<file path="config.mk">
export PLATFORM = sky130hd
export DESIGN_NAME = primitive_cycle_sequencer
export DESIGN_NICKNAME = d
export VERILOG_FILES = /design/src/rtl/primitive_cycle_sequencer_pkg.sv /design/src/rtl/primitive_phi1gen.sv /design/src/rtl/primitive_cycle_sequencer.sv
export SDC_FILE = /design/constraint.sdc
export NUM_CORES = 1
export LEC_CHECK = 0
export ABC_AREA = 1
export CORE_MARGIN = 5
export CORE_UTILIZATION = 59
export CTS_BUF_LIST = sky130_fd_sc_hd__clkbuf_8
export CTS_CLUSTER_SIZE = 10
export DETAILED_ROUTE_END_ITERATION = 10
export GPL_TIMING_DRIVEN = 0
export PLACE_DENSITY = 0.84
export SETUP_SLACK_MARGIN = 0.02
export SYNTH_ARGS = -nofsm -noshare
export SYNTH_HDL_FRONTEND = slang
export SYNTH_SLANG_ARGS = --single-unit
</file>
<file path="constraint.sdc">
create_clock -name i_EMUCLK -period 3.3 [get_ports i_EMUCLK]
set_input_delay 0.66 -clock i_EMUCLK [delete_from_list [all_inputs] [get_ports i_EMUCLK]]
set_output_delay 0.66 -clock i_EMUCLK [all_outputs]
set_load 0.02 [all_outputs]
</file>
<file path="src/rtl/primitive_cycle_sequencer_pkg.sv">
// rtl/primitive_cycle_sequencer_pkg.sv - shared sequencer state encoding and parameter defaults
//
// Purpose: state encoding seen on o_STATE and the default slot/flush geometry
// shared by the sequencer top level and anything that decodes its debug state.
package primitive_cycle_sequencer_pkg;

  // Value 3 is never entered; the FSM treats it as a corrupted state.
  typedef enum logic [1:0] {
    SEQ_ALIGN = 2'd0,
    SEQ_FLUSH = 2'd1,
    SEQ_RUN   = 2'd2
  } seq_state_t;

  localparam int SLOTS_DEFAULT        = 32;
  localparam int CYCLE_W_DEFAULT      = 5;
  localparam int FLUSH_ROUNDS_DEFAULT = 2;

endpackage

</file>
<file path="src/rtl/primitive_phi1gen.sv">
// rtl/primitive_phi1gen.sv - phi1 phase divider producing rising/falling edge enables
//
// Purpose: every sampled master-clock enable toggles the phi1 phase and emits a
// one-EMUCLK active-low enable one cycle later: rising enable on 0->1, falling
// enable on 1->0. Reset clears the phase and cancels any pending pulse.
// Ports:
//   i_EMUCLK       in  sole clock
//   i_RST_n        in  synchronous active-low reset
//   i_MCEN_n       in  master-clock enable, active-low, one EMUCLK wide
//   o_PHI1P_CEN_n  out phi1 rising-edge enable, active-low
//   o_PHI1N_CEN_n  out phi1 falling-edge enable, active-low
module primitive_phi1gen (
  input  logic i_EMUCLK,
  input  logic i_RST_n,
  input  logic i_MCEN_n,
  output logic o_PHI1P_CEN_n,
  output logic o_PHI1N_CEN_n
);

  logic phase;
  logic p_cen_n;
  logic n_cen_n;

  always_ff @(posedge i_EMUCLK) begin
    if (!i_RST_n) begin
      phase   <= 1'b0;
      p_cen_n <= 1'b1;
      n_cen_n <= 1'b1;
    end else begin
      // Pulses are single-cycle by construction: default high every edge.
      p_cen_n <= 1'b1;
      n_cen_n <= 1'b1;
      if (!i_MCEN_n) begin
        phase <= ~phase;
        if (!phase) p_cen_n <= 1'b0;
        else        n_cen_n <= 1'b0;
      end
    end
  end

  assign o_PHI1P_CEN_n = p_cen_n;
  assign o_PHI1N_CEN_n = n_cen_n;

endmodule

</file>
<file path="src/rtl/primitive_cycle_sequencer.sv">
// rtl/primitive_cycle_sequencer.sv - slot counter and align/flush/run sequencer for SR primitives
//
// Purpose: derives phi1 enables, runs the slot counter and sequences power-up
// alignment, zero-fill flushing and normal running of downstream BRAM shift
// registers. Slot-level state only moves on P-edges (EMUCLK edges where
// o_PHI1P_CEN_n is low).
// Ports:
//   i_EMUCLK       in  sole clock
//   i_RST_n        in  synchronous active-low reset
//   i_MCEN_n       in  master-clock enable, active-low
//   i_IC_n         in  runtime initial clear, active-low level
//   o_PHI1P_CEN_n  out phi1 rising-edge enable, active-low
//   o_PHI1N_CEN_n  out phi1 falling-edge enable, active-low
//   o_CYCLE        out current slot number
//   o_SYNC         out high while o_CYCLE == SLOTS-1
//   o_SRRST        out SR counter reset
//   o_SRWR         out SR write enable
//   o_FLUSH        out force SR write data to zero
//   o_STATE        out sequencer state (debug)
module primitive_cycle_sequencer
  import primitive_cycle_sequencer_pkg::*;
#(
  parameter int SLOTS        = SLOTS_DEFAULT,
  parameter int CYCLE_W      = CYCLE_W_DEFAULT,
  parameter int FLUSH_ROUNDS = FLUSH_ROUNDS_DEFAULT
) (
  input  logic               i_EMUCLK,
  input  logic               i_RST_n,
  input  logic               i_MCEN_n,
  input  logic               i_IC_n,
  output logic               o_PHI1P_CEN_n,
  output logic               o_PHI1N_CEN_n,
  output logic [CYCLE_W-1:0] o_CYCLE,
  output logic               o_SYNC,
  output logic               o_SRRST,
  output logic               o_SRWR,
  output logic               o_FLUSH,
  output logic [1:0]         o_STATE
);

  localparam int FC_N = FLUSH_ROUNDS * SLOTS;
  localparam int FC_W = (FC_N > 1) ? $clog2(FC_N) : 1;
  localparam logic [FC_W-1:0]    FC_LAST  = FC_W'(FC_N - 1);
  localparam logic [CYCLE_W-1:0] CYC_LAST = CYCLE_W'(SLOTS - 1);

  logic               p_cen_n;
  logic               pedge;
  seq_state_t         state;
  logic [CYCLE_W-1:0] cycle;
  logic [CYCLE_W-1:0] cycle_next;
  logic [FC_W-1:0]    fc;
  logic               sync;
  logic               srrst;
  logic               srwr;
  logic               flush;

  primitive_phi1gen u_phi1gen (
    .i_EMUCLK      (i_EMUCLK),
    .i_RST_n       (i_RST_n),
    .i_MCEN_n      (i_MCEN_n),
    .o_PHI1P_CEN_n (p_cen_n),
    .o_PHI1N_CEN_n (o_PHI1N_CEN_n)
  );

  assign pedge      = ~p_cen_n;
  assign cycle_next = (cycle == CYC_LAST) ? '0 : cycle + CYCLE_W'(1);

  always_ff @(posedge i_EMUCLK) begin
    if (!i_RST_n) begin
      state <= SEQ_ALIGN;
      cycle <= '0;
      sync  <= 1'b0;
      fc    <= '0;
      srrst <= 1'b1;
      srwr  <= 1'b0;
      flush <= 1'b1;
    end else begin
      case (state)
        SEQ_ALIGN: begin
          cycle <= '0;
          sync  <= 1'b0;
          srrst <= 1'b1;
          srwr  <= 1'b0;
          flush <= 1'b1;
          // Downstream counters sample srrst=1 on this same edge, so they
          // and the slot counter both start from zero afterwards.
          if (pedge) begin
            state <= SEQ_FLUSH;
            srrst <= 1'b0;
            srwr  <= 1'b1;
            fc    <= '0;
          end
        end
        SEQ_FLUSH: begin
          srrst <= 1'b0;
          srwr  <= 1'b1;
          if (pedge) begin
            cycle <= cycle_next;
            sync  <= (cycle_next == CYC_LAST);
            if (!i_IC_n) begin
              fc <= '0;
            end else if (fc == FC_LAST) begin
              state <= SEQ_RUN;
              flush <= 1'b0;
            end else if (fc != '1) begin
              fc <= fc + FC_W'(1);
            end
          end
        end
        SEQ_RUN: begin
          srrst <= 1'b0;
          srwr  <= 1'b1;
          if (pedge) begin
            cycle <= cycle_next;
            sync  <= (cycle_next == CYC_LAST);
            // Clear requests only take effect at the round boundary so the
            // flush always covers whole rounds starting at slot 0.
            if (!i_IC_n && cycle == CYC_LAST) begin
              state <= SEQ_FLUSH;
              flush <= 1'b1;
              fc    <= '0;
            end
          end
        end
        default: begin
          state <= SEQ_ALIGN;
          cycle <= '0;
          sync  <= 1'b0;
          fc    <= '0;
          srrst <= 1'b1;
          srwr  <= 1'b0;
          flush <= 1'b1;
        end
      endcase
    end
  end

  assign o_PHI1P_CEN_n = p_cen_n;
  assign o_CYCLE       = cycle;
  assign o_SYNC        = sync;
  assign o_SRRST       = srrst;
  assign o_SRWR        = srwr;
  assign o_FLUSH       = flush;
  assign o_STATE       = state;

endmodule
</file>
# Yosys cells after proc, flatten, opt, wreduce, memory -nomap -nowiden
# Cells that the tools add are included.
# Widths: inputs -> output; s select.
[word_totals] reg_bits=20 inputBits=4 out_inout_bits=13 elab_cells=65
[op_classes] n_addsub=2 n_eq_ne=14 muxes=28 bitwise_logic=2 reduce_logical=9
[ops] operator="$mux 6" n=7
[ops] operator="$pmux 6 s3" n=1
[ops] operator="$mux 2" n=6
[ops] operator="$ne 2x2->1 const B" n=6
[ops] operator="$reduce_and 6->1" n=2
[ops] operator="$eq 5x5->1 const B" n=2
[ops] operator="$mux 1" n=9
[ops] operator="$add 6x1->6 const B" n=1
[ops] operator="$eq 6x6->1 const B" n=1
[ops] operator="$ne 3x3->1 const B" n=2
[ops] operator="$ne 6x6->1 const B" n=1
[ops] operator="$pmux 1 s2" n=3
[ops] operator="$pmux 2 s3" n=1
[ops] operator="$add 5x1->5 const B" n=1
[ops] operator="$mux 5" n=1
[ops] operator="$reduce_and 5->1" n=1
[ops] operator="$reduce_or 2->1" n=2
[ops] operator="$eq 2x1->1 const B" n=1
[ops] operator="$eq 2x2->1 const B" n=1
[ops] operator="$logic_not 2->1" n=1
[ops] operator="$not 1->1" n=2
[ops] operator="$reduce_and 2->1" n=1
[ops] operator="$logic_and 1x1->1" n=1
[ops] operator="$logic_not 1->1" n=1

# Logic depth before layout (Yosys ltp)
# Gate-level depths: netlist of run 1.
[depth] ltp_word=6 mapped_depth=12 mapped_depth_nobuf=12

# Cells and area by module
# Synthesis of run 1 repeated with hierarchy kept, for this count alone.
[hier_totals] cells_unflattened=157 hier_area_um2=1094.8
[by_module_without_submodules] mod="primitive_cycle_sequencer" n_inst=1 cells_each=146 area_per_inst_um2=1003.5 seq_area_each_um2=340.3
[by_module_without_submodules] mod="primitive_phi1gen" n_inst=1 cells_each=11 area_per_inst_um2=91.3 seq_area_each_um2=60.1

# Least setup slack after synthesis of run 1
# Ideal clock, no wire load.
[synth_path] path_type="register -> register" start="reg cycle[0] (netlist: o_CYCLE[0])" end="reg fc[0]" setup_ps=116 arrival_time_ps=1648 required_time_ps=3184 slack_ps=1536 stages_incl_launch_ff=12 n_path_buf=0 period_less_slack_ps=1764 cell_sequence="dfxtp_1 -> ha_1 -> nand2_1 -> nor2_1 -> ha_1 -> nand3_4 -> nand2_4 -> nand2_4 -> inv_2 -> nand2_2 -> o21ai_1 -> nor2_2"
[synth_via] elab_chain_len=4
[synth_rtl] element="start, declared" line="primitive_cycle_sequencer.sv:49" source="logic [CYCLE_W-1:0] cycle;"
[synth_rtl] element="start signal, assigned" line="primitive_cycle_sequencer.sv:98" source="cycle <= cycle_next;"
[synth_rtl] element="start signal, assigned" line="primitive_cycle_sequencer.sv:114" source="cycle <= cycle_next;"
[synth_rtl] element="$eq 5x5->1" line="primitive_cycle_sequencer.sv:118" source="if (!i_IC_n && cycle == CYC_LAST) begin"
[synth_rtl] element="$logic_and 1x1->1" line="primitive_cycle_sequencer.sv:118"
[synth_rtl] element="$ne 2x2->1 (no line)"
[synth_rtl] element="$reduce_and 6->1 (no line)"
[synth_rtl] element="end signal, assigned" line="primitive_cycle_sequencer.sv:106" source="fc <= fc + FC_W'(1);"
[synth_rtl] element="end, declared" line="primitive_cycle_sequencer.sv:51" source="logic [FC_W-1:0] fc;"
# Every way passes these cells.
# A chain may end at the register's enable or synchronous reset.

# Final worst setup path of run 1
[layout_path] start="reg state[1] (netlist: o_STATE[1])" end="out o_STATE[1]"
[layout_lines] element="start, declared" line="primitive_cycle_sequencer.sv:48" source="seq_state_t state;"
[layout_lines] element="start signal, assigned" line="primitive_cycle_sequencer.sv:70" source="state <= SEQ_ALIGN;"
[layout_lines] element="start signal, assigned" line="primitive_cycle_sequencer.sv:88" source="state <= SEQ_FLUSH;"
[layout_lines] element="start signal, assigned" line="primitive_cycle_sequencer.sv:103" source="state <= SEQ_RUN;"
[layout_lines] element="end, declared" line="primitive_cycle_sequencer.sv:38" source="output logic [1:0] o_STATE"
# No word-level cell between the ends.

==> results.tsv, run 1 <==
metric	value	unit
status	complete, no violations	
Die Width	53.7	µm
vias in the first global route	914	
Post-CTS Setup Bufs	0	
Synth async-reset ratio	0	%
Tcrit/Tclk final	61.1	%
CTS sink count	20	
EDFF count, synth	0	
number of diodes	0	
CTS tree	built	
maximum VDD drop	0.000345	V
Worst EP required	2.64	ns
drt drc	0	
first-pass GRT wire length	3850	µm
Clock Path Buffers	2	
RSZ-0062 raised after global routing	false	
max_slew headroom	79.8	%
Final Net Count	186	
Final HPWL DP	1680	µm
netlist area before placement	1130	µm²
Initial Util	63.8	%
drt first pass iters	4	
Peak Freq	0.496	GHz
final setup vio count	0	
share of cells above drive strength 1	14.0	%
global route overflow	0	
# resized after CTS	0	
GP Congestion	0.848	
htree depth	1	
Area growth syn-to-layout	22.4	%
clock skew	0.00443	ns
initial antenna violation count	0	
Worst-Margin Slew	0.303	ns
CP startpoint kind	flop	
Crit path arrival time	1.35	ns
Cell Count Post-Placement	193	
routed via count	1033	
CTS Hold Bufs	0	
Core Box Area	1760	µm²
I/O pins	17	
post-route minimum period	2.01	ns
#FFs+latches synth	20	
Die Ht	53.7	µm
Design Power	0.636	mW
Setup Total Neg Slack	0	ns
Port Buffer Count	15	
Avg WL per Cell	11.8	µm
Synth Flop Type	dfxtp_1	
Pins Over Slew Limit	0	
CP max stage cell	clkdlybuf4s50_1	
largest net degree at the start of global routing	13	
CP Max Fanout	6	
CP peak stage delay	0.65	ns
fill count	133	
CTS Buf Count	3	
crit-path leading delay family	buffers and inverters	
Final Non-Filler Cells	197	
die area	2880	µm²
Max Cap Violations	0	
most frequent cells in the layout	nand2_1 (32), dfxtp_1 (20), nor2_1 (18)	
pwr dens	461	nW/µm²
Final Hold Fails	0	
critical path class	reg2out	
# rows	15	
syn_nets	166	
most common cell after layout, fill and taps aside	nand2_1	
Pleak	0.574	nW
register area share after synthesis	35.6	%
clk slew on worst S/H paths	0.07	ns
Detailed Route Iter0 Violations	29	
clock latency on the worst-skew pair	0.26	ns
number of nets with antenna violations after routing	0	
Ys Warns	0	
number of library cell types mapped by synthesis	26	
Post-Synthesis Cells	153	
CP Buf/Inv Count	1	
CTS root buffer	clkbuf_8	
vias per inst	5.24	
Total Routing Usage GR	18.4	%
total wire length	2330	µm
hold crit path type	reg2reg	
crit path cell chain	clkdlybuf4s50_1	
crit end category	output pin	
Synth Area per Inst	7.36	µm²
routing by layer:
metal  GRT usage, %  part of all wire (%)  routed length, µm
met5              0                     0                  0
met4           8.94                   2.1                 48
met3           3.88                   4.3                101
met2           32.5                    47               1100
met1           20.8                    47               1090
logic make-up after synthesis:
group	share of synthesized area, %
and+or+nand+nor	33.8
buffers and inverters	9.11
AOI/OAI and AO/OA	10.8
DFF	35.6
xor gates and xnor gates	0.778
adders and majority gates	10.0
final cells by class:
cell class	instances	area, µm²	area share, %
clock buffer	3	41.3	2.99
clock inverter	1	30.0	2.18
sequential	20	400	29.0
tap	25	31.3	2.27
inverter	21	86.3	6.26
buffer	2	16.3	1.18
timing repair buffer	15	150	10.9
multi-input combinational	110	623	45.2
power by group:
group / leakage, nW / total (mW) / internal, mW / switching, mW
clock network: 0.0357 / 0.246 / 0.162 / 0.0838
logic: 0.376 / 0.130 / 0.0490 / 0.0806
registers: 0.163 / 0.261 / 0.252 / 0.00886
cells in the mapped netlist (3+ instances only):
library cell	number	area [µm²]
o21ai_1	3	15.0
inv_1	15	56.3
dfxtp_1	20	400
nand2_1	32	120
a21oi_1	13	65.1
nand2_2	4	25.0
o21ai_0	5	25.0
inv_2	4	15.0
ha_1	9	113
nor2_2	3	18.8
nand3_1	11	55.1
nor2_1	18	67.6
sequential cells by signal, indices dropped and copies added (netlist names):
| signal | count |
|---|---|
| o_FLUSH | 1 |
| u_phi1gen.o_PHI1P_CEN_n | 1 |
| o_SRRST | 1 |
| o_SRWR | 1 |
| o_CYCLE | 5 |
| u_phi1gen.phase | 1 |
| o_SYNC | 1 |
| u_phi1gen.o_PHI1N_CEN_n | 1 |
| o_STATE | 2 |
| fc | 6 |
per-stage QoR:
step | hold WS [ns] | area, µm² | setup WS, ns | utilization [%]
after floorplan | 0.427 | 1130 | 1.54 | -
after global placement | 0.442 | 1310 | 1.28 | 74.1
after detailed placement | 0.450 | 1310 | 1.26 | 74.1
after CTS | 0.473 | 1380 | 1.27 | 78.2
after global routing | 0.491 | 1380 | 1.22 | 78.2
final | 0.467 | 1380 | 1.29 | 78.2
final timing paths:
path | slack [ns] | cells after the start | end | startpoint
worst min register to register | 0.47 | 2 | o_FLUSH | o_FLUSH
worst max register to register | 1.47 | 11 | fc[0] | o_CYCLE[0]
worst min-delay path | 0.47 | 2 | o_FLUSH | o_FLUSH
worst max-delay path | 1.29 | 1 | o_STATE[1] | o_STATE[1]
(Power assumes the default switching activity.)
==> inputs of run 2 (changes only) <==
CORE_UTILIZATION = 50   (was 59)
PLACE_DENSITY = 0.76   (was 0.84)
clock period = 1.7 ns   (was 3.3 ns; I/O delays follow)
==> run 2 against run 1 <==
Effect of this change: global-route usage fell by 2.5 points; critical endpoint is now fc[0]; critical path depth rose by 10; clock power rose by 45%; sequential cell count did not move; register-to-register slack got worse by 1.4 ns; critical path type is now reg2reg; worst setup slack got worse by 1.2 ns; routed wire length rose by 14%; die area rose by 15%; combinational power rose by 100%.
==> results.tsv, run 2 (same netlist as run 1, synthesis figures left out) <==
metric	value	unit
CTS tree	built	
Avg WL per Cell	13.0	µm
Final Hold Fails	0	
Hold Path Stages	2	
max_slew headroom	79.2	%
drt first pass iters	4	
CP max stage cell	dfxtp_4	
CP Buf/Inv Count	1	
Pins Over Slew Limit	0	
crit-path leading delay family	simple AND/OR/NAND/NOR gates	
Hold Crit Start	i_RST_n	
Worst-Margin Slew	0.311	ns
R2R Setup Slk	0.12	ns
final setup vio count	0	
pre-CTS setup slack	-0.0672	ns
Port Buffer Count	15	
Crit path arrival time	1.74	ns
Worst EP required	1.86	ns
crit end category	flop	
GP Congestion	0.753	
CP startpoint kind	flop	
I/O pins	17	
vias in the first global route	999	
reg2reg start	o_CYCLE[1]	
Clk pwr share	31.8	%
Switch Pwr	0.333	mW
PnR worst setup slack	0.118	ns
CTS root buffer	clkbuf_8	
Peak Freq	0.632	GHz
Detailed Route Iter0 Violations	40	
CP peak stage delay	0.37	ns
clock latency on the worst-skew pair	0.25	ns
hold crit path type	in2reg	
maximum VDD drop	0.000526	V
reg-to-reg endpoint	fc[0]	
share of cells above drive strength 1	22.6	%
RSZ-0062 raised after global routing	false	
Final HPWL DP	1820	µm
initial antenna violation count	0	
critical path class	reg2reg	
Max Cap Violations	0	
die area	3300	µm²
WHS	0.353	ns
Setup crit start	o_CYCLE[1]	
Layout Utilization	67.4	%
total wire length	2660	µm
Flop pwr share	44.9	%
Pleak	0.691	nW
crit path to	fc[0]	
htree depth	1	
first-pass GRT wire length	4230	µm
Logic pwr share	23.3	%
Die Ht	57.5	µm
clock skew	0.00558	ns
largest net degree at the start of global routing	12	
max reg flops	6	
Initial Util	51.4	%
post-route minimum period	1.58	ns
Clock Path Buffers	2	
clk slew on worst S/H paths	0.08	ns
number of nets with antenna violations after routing	0	
CTS Hold Bufs	0	
Sw Share	29.7	%
drt drc	0	
number of diodes	0	
cells on worst reg2reg path	11	
Final Net Count	191	
status	complete, no violations	
Worst path depth	11	
most common cell after layout, fill and taps aside	nand2_1	
routed via count	1063	
internal power	0.791	mW
Biggest register	fc	
pwr dens	761	nW/µm²
CTS sink count	20	
most frequent cells in the layout	nand2_1 (30), dfxtp_1 (18), inv_1 (15), nor2_1 (15), a21oi_1 (13)	
Core Box Area	2190	µm²
Crit path top cell by count	nand2_4	
CP Max Fanout	5	
vias per inst	5.19	
# rows	17	
Die Width	57.5	µm
crit path cell chain	ha_4 > nand2_2 > nor2_4 > ha_4 > nand3_4 > nand2_4 > nand2_4 > inv_4 > nand2_4 > o21ai_2 > nor2_2	
Total Routing Usage GR	15.9	%
global route overflow	0	
CTS Buf Count	3	
Tcrit/Tclk final	93.1	%
Area growth syn-to-layout	31.2	%
==> run 2: cell count changes in the layout (fill, tap and decap cells not counted), moves of 3 or more <==
cell	before	now
buf_4	0	5
clkdlybuf4s50_1	15	9
dlymetal6s2s_1	0	5
nor2_1	18	15
==> run 2: worst min-delay path by stage <==
| stage | endpoint | slack, ns |
|---|---|---|
| 6_report | o_SRRST | 0.35 |
| 5_1_grt | u_phi1gen.o_PHI1P_CEN_n | 0.36 |
| 4_1_cts | o_SRRST | 0.35 |
| 3_5_place_dp | u_phi1gen.o_PHI1P_CEN_n | 0.45 |
| 3_3_place_gp | u_phi1gen.o_PHI1P_CEN_n | 0.44 |
| 2_1_floorplan | u_phi1gen.o_PHI1P_CEN_n | 0.43 |
==> run 2: per-layer routing <==
| metal | up-vias | share of wire (%) | track usage (%) |
|---|---|---|---|
| li1 | 539 | - | - |
| met1 | 488 | 43 | 20.1 |
| met2 | 30 | 49 | 25.8 |
| met3 | 6 | 5.6 | 3.17 |
| met4 | 0 | 2.5 | 7.62 |
| met5 | - | 0 | 0 |
==> run 2: cell type report <==
type	instances	area, µm²
fillers	176	713
multi-input cells	110	678
flip-flops and latches	20	405
repair buffers	20	199
inverters	21	88.8
clock buffers	4	55.1
well taps	28	35.0
plain buffers	2	16.3
==> run 2: metrics by stage <==
stage	power, mW	area (µm²)	cells	setup TNS (ns)
after floorplan	0.690	1130	153	0
after global placement	0.760	1310	196	-0.0186
after detailed placement	0.764	1310	196	-0.0712
after CTS	1.12	1390	201	0
after global routing	1.19	1480	205	0
final	1.12	1480	205	0
==> run 2: repair_timing <==
item / 4_1_cts / 5_1_grt
buffers inserted: 1 / 4
resized for setup: 5 / 16
endpoints found under the setup margin: 8 / 11
pin swaps: 1 / 6
gates cloned: 0 / 0
==> run 2: power groups by stage <==
stage	registers, mW	clock network [mW]	logic (mW)
after global placement	0.516	0	0.244
after floorplan	0.537	0	0.152
after global routing	0.508	0.388	0.290
after detailed placement	0.517	0	0.246
final	0.505	0.357	0.262
after CTS	0.506	0.365	0.249
==> run 2: worst register-to-register path: cells and delay by family, from the launching register on <==
kind                       cells  cell delay (ns)
adders and majority gates      2             0.31
and+or+nand+nor                7             0.57
buffers and inverters          1             0.09
AOI/OAI and AO/OA              1             0.15
DFF                            1             0.37
